## src/rtl/piso_pkg.sv

```systemverilog
// Shared types and constants for the parallel-in serial-out serializer.
// The PARITY state only exists when PISO_PARITY_EN is defined.
package piso_pkg;

  localparam int PISO_DEFAULT_SIZE = 4;

`ifdef PISO_PARITY_EN
  typedef enum logic [1:0] {
    ST_IDLE   = 2'd0,
    ST_SHIFT  = 2'd1,
    ST_PARITY = 2'd2
  } piso_state_e;
`else
  typedef enum logic [0:0] {
    ST_IDLE  = 1'b0,
    ST_SHIFT = 1'b1
  } piso_state_e;
`endif

  // Bit-index counter width; a one-bit word still needs a one-bit counter.
  function automatic int piso_cnt_width(input int size);
    return (size > 1) ? $clog2(size) : 1;
  endfunction

endpackage

```

## src/rtl/piso_bit_counter.sv

```systemverilog
// Loadable down-counter tracking the remaining data bits of a frame.
// Saturates at zero and reports it through the zero flag.
module piso_bit_counter #(
  parameter int WIDTH = 1
) (
  input  logic             clk,
  input  logic             reset,
  input  logic             load,
  input  logic [WIDTH-1:0] load_value,
  input  logic             dec,
  output logic             zero
);

  logic [WIDTH-1:0] count_q, count_d;

  always_comb begin
    count_d = count_q;
    if (load) begin
      count_d = load_value;
    end else if (dec && (count_q != '0)) begin
      count_d = count_q - 1'b1;
    end
  end

  always_ff @(posedge clk) begin
    if (reset) begin
      count_q <= '0;
    end else begin
      count_q <= count_d;
    end
  end

  assign zero = (count_q == '0);

endmodule

```

## src/rtl/piso_serializer.sv

```systemverilog
// MSB-first parallel-in serial-out serializer with back-to-back frame support.
// Define PISO_PARITY_EN to append an even-parity bit to every frame.
module piso_serializer
  import piso_pkg::*;
#(
  parameter int SIZE = PISO_DEFAULT_SIZE
) (
  input  logic            clk,
  input  logic            reset,
  input  logic [SIZE-1:0] din,
  input  logic            load,
  output logic            ready,
  output logic            d,
  output logic            valid,
  output logic            done
);

  localparam int              CW       = piso_cnt_width(SIZE);
  localparam logic [CW-1:0]   LAST_IDX = CW'(SIZE - 1);

  piso_state_e     state_q, state_d;
  logic [SIZE-1:0] shift_q, shift_d;
  logic            cnt_zero;
  logic            accept;
  logic            last_bit;
`ifdef PISO_PARITY_EN
  logic            parity_q, parity_d;
`endif

  piso_bit_counter #(
    .WIDTH(CW)
  ) u_bit_counter (
    .clk       (clk),
    .reset     (reset),
    .load      (accept),
    .load_value(LAST_IDX),
    .dec       (state_q == ST_SHIFT),
    .zero      (cnt_zero)
  );

  always_ff @(posedge clk) begin
    if (reset) begin
      state_q <= ST_IDLE;
    end else begin
      state_q <= state_d;
    end
  end

  always_comb begin
    state_d = state_q;
    case (state_q)
      ST_IDLE: begin
        if (accept) state_d = ST_SHIFT;
      end
      ST_SHIFT: begin
        if (cnt_zero) begin
`ifdef PISO_PARITY_EN
          state_d = ST_PARITY;
`else
          state_d = accept ? ST_SHIFT : ST_IDLE;
`endif
        end
      end
`ifdef PISO_PARITY_EN
      ST_PARITY: begin
        state_d = accept ? ST_SHIFT : ST_IDLE;
      end
`endif
      default: state_d = ST_IDLE;
    endcase
  end

  // A new word may be taken on the last frame bit, so the next frame follows with no gap.
  always_comb begin
    valid    = 1'b0;
    d        = 1'b0;
    last_bit = 1'b0;
    case (state_q)
      ST_SHIFT: begin
        valid = 1'b1;
        d     = shift_q[SIZE-1];
`ifndef PISO_PARITY_EN
        last_bit = cnt_zero;
`endif
      end
`ifdef PISO_PARITY_EN
      ST_PARITY: begin
        valid    = 1'b1;
        d        = parity_q;
        last_bit = 1'b1;
      end
`endif
      default: begin
        valid = 1'b0;
      end
    endcase
    done   = last_bit;
    ready  = !reset && ((state_q == ST_IDLE) || last_bit);
    accept = load && ready;
  end

  always_comb begin
    shift_d = shift_q;
    if (accept) begin
      shift_d = din;
    end else if (state_q == ST_SHIFT) begin
      shift_d = shift_q << 1;
    end
  end

`ifdef PISO_PARITY_EN
  always_comb begin
    parity_d = parity_q;
    if (accept) parity_d = ^din;
  end
`endif

  always_ff @(posedge clk) begin
    if (reset) begin
      shift_q <= '0;
`ifdef PISO_PARITY_EN
      parity_q <= 1'b0;
`endif
    end else begin
      shift_q <= shift_d;
`ifdef PISO_PARITY_EN
      parity_q <= parity_d;
`endif
    end
  end

endmodule

```

## config.mk

```make
export PLATFORM = sky130hd
export DESIGN_NAME = piso_serializer
export DESIGN_NICKNAME = d
export VERILOG_FILES = /design/src/rtl/piso_pkg.sv /design/src/rtl/piso_bit_counter.sv /design/src/rtl/piso_serializer.sv
export SDC_FILE = /design/constraint.sdc
export NUM_CORES = 1
export LEC_CHECK = 0
export BUFFER_PORTS_ARGS = -buffer_cell sky130_fd_sc_hd__clkbuf_2
export CAP_MARGIN = 20
export CORE_AREA = 5 5 42 44
export DETAILED_ROUTE_END_ITERATION = 12
export DIE_AREA = 0 0 47 49
export PLACE_DENSITY = 0.5
export SYNTH_ARGS = -nofsm -noshare
export SYNTH_HDL_FRONTEND = slang
export SYNTH_SLANG_ARGS = --single-unit
```

## constraint.sdc

```tcl
create_clock -name clk -period 1.7 [get_ports clk]
set_input_delay 0.17 -clock clk [delete_from_list [all_inputs] [get_ports clk]]
set_output_delay 0.17 -clock clk [all_outputs]
set_load 0.01 [all_outputs]
```

==> results.cfg <==
[status]
status = finished, final reports clean

[logic_synthesis]
syn_area_sq_um = 354
yosysTopAreaCell = dfxtp_1
ys_seq_area_frac = 0.396
ys_warn_count = 0
ys_ff_latch = 7
synthCells = 39
yosysUniqueCellTypes = 16
synth.area.top_cells = dfxtp_1, a221oi_1, a311oi_1, and2b_1, inv_1
syn_area_per_cell_sq_um = 9.08
synth_top_area_frac = 0.396
syn_nets = 47

[global_routing]
grt_pass1_wl_um = 1040
grt_pass1_vias = 264
met3_usage = 0.0664
grt.overflow.total = 0
busiest_layer = met2
track_usage = 0.0656
antenna_found_initial = 0
grtUsageMet1 = 0.0706
use_met2 = 0.0905
grt_start_max_net_pins = 13

[layout]
final_core_util = 0.305
antenna-diode-count = 0
fillers = 165
drive_gt1_frac = 0.300
mostFrequentLayoutCells = clkbuf_2, dfxtp_1, inv_1, nor2_1
area_growth_pct = 20.8
fin_nets = 59
final_common_cell = clkbuf_2

[sta]
drv_slew = 0
finalCriticalPeriod_ns = 1.45
setup_tns_ns = 0
slew-limit-headroom = 0.791
setup_viol_count_final = 0
tightest_slew_ns = 0.313
skew_ns = 0.00418
fin_crit_sh = 0.855
rsz0062_at_grt = no
finalHoldViolCount = 0
fmax_mhz = 688

[clock_tree]
hold_buffers = 0
clkTransAtPathRegs_ns = 0.05
cts_tree = done
root_buffer = clkbuf_4
clkSinkCount = 7
clk-insertion-delay-late_ns = 0.25
cts_resized = 0
clockBufferDepth = 2
cts_setup_buffers = 0
htreeDepth = 1
cts_buffers = 3

[detailed_routing]
wl_per_cell_um = 10.2
vias_per_cell = 4.59
ant_nets = 0
routed_wl_um = 670
first_iter_violations = 6
drc_errors = 0
via_count = 303
first_pass_iters = 4

[placed_design]
gp_congestion = 0.625
post-dp-hpwl_um = 517
port-buffer-count = 10

[min_path]
worst_hold_path_type = in -> reg

[pwr]
cellLeakagePower_nw = 0.202
clkPwrFrac = 0.366
vdd_ir_drop_max_v = 0.000537
seqPwrFrac = 0.465
combPwrFrac = 0.170
finalPower_mw = 0.408
p_sw_mw = 0.104
p_per_area_mw_per_mm2 = 954
switching_share = 0.255
internal_power_mw = 0.304

[floorplan]
dieWidth_um = 47
pin_count = 11
coreArea_sq_mm = 0.00140
num_rows = 14
die-area_sq_mm = 0.00230
die_h_um = 49
start_util = 0.253

[worst_setup_path]
crit_type = reg -> out
crit_fanout = 6
cp_data_arrival_time_ns = 1.28
cp-start-kind = flip-flop
worstPathRequired_ns = 1.53
end_kind = output port

[run]
cap_violations = 0
==> layout make-up <==
cell class | instances | area (sq um) | share of cell area
Tap cell | 16 | 20.0 | 0.0468
Timing Repair Buffer | 10 | 50.0 | 0.117
Inverter | 5 | 18.8 | 0.0439
Multi-Input combinational cell | 24 | 173 | 0.404
Clock buffer | 4 | 26.3 | 0.0614
Sequential cell | 7 | 140 | 0.327
==> flip-flops by register name, summed over array words and instances (netlist names) <==
register / count
u_bit_counter.count_q: 2
shift_q: 4
state_q: 1
==> layer usage <==
metal	wire, um	part of all wire
met2	356	0.53
met1	257	0.38
met3	56	0.084
met4	0	0
met5	0	0
==> power by group through the flow <==
stage / sequential, mW / combinational, mW / clock, mW
CTS: 0.190 / 0.0707 / 0.158
global route: 0.192 / 0.0786 / 0.171
detailed placement: 0.193 / 0.0700 / 0
finish: 0.190 / 0.0693 / 0.149
global placement: 0.193 / 0.0697 / 0
floorplan: 0.189 / 0.0570 / 0
==> worst paths after layout <==
check | endpoint | slack, ns | cells after the start | startpoint
max | ready | 0.25 | 5 | u_bit_counter.count_q[0]
min | shift_q[3] | 0.16 | 3 | din[3]
max reg2reg | shift_q[2] | 0.36 | 5 | u_bit_counter.count_q[0]
min reg2reg | u_bit_counter.count_q[0] | 0.47 | 1 | u_bit_counter.count_q[0]
==> stage by stage <==
step / setup WS (ns) / cell area [sq um] / hold WS (ns) / std cells
CTS: 0.227 / 428 / 0.161 / 66
global placement: 0.388 / 402 / 0.431 / 62
floorplan: 0.439 / 354 / 0.333 / 39
detailed placement: 0.373 / 402 / 0.431 / 62
global route: 0.129 / 428 / 0.171 / 66
finish: 0.247 / 428 / 0.161 / 66
==> worst max-delay path, stage by stage, from the launching register on <==
cell,delay [ns]
dfxtp_1,0.34
inv_1,0.05
ha_1,0.21
and2b_2,0.27
nor2_1,0.05
clkbuf_2,0.12
==> cell families after synthesis <==
| logic type | Yosys count | share of synthesized area |
|---|---|---|
| simple gates | 14 | 0.237 |
| compound gates | 9 | 0.216 |
| buf+inv | 8 | 0.117 |
| flops | 7 | 0.396 |
| fa+ha+maj | 1 | 0.0353 |
==> synthesized netlist by cell type <==
library cell	count
dfxtp_1	7
nor2_1	5
clkbuf_4	1
and2b_1	3
buf_1	1
a211oi_1	2
ha_1	1
a32oi_1	1
or2b_4	1
buf_6	1
inv_1	5
and2b_2	1
a311oi_1	3
a221oi_1	3
and2_1	2
nor3_1	2
No activity file was read; power rests on OpenSTA's default activity.
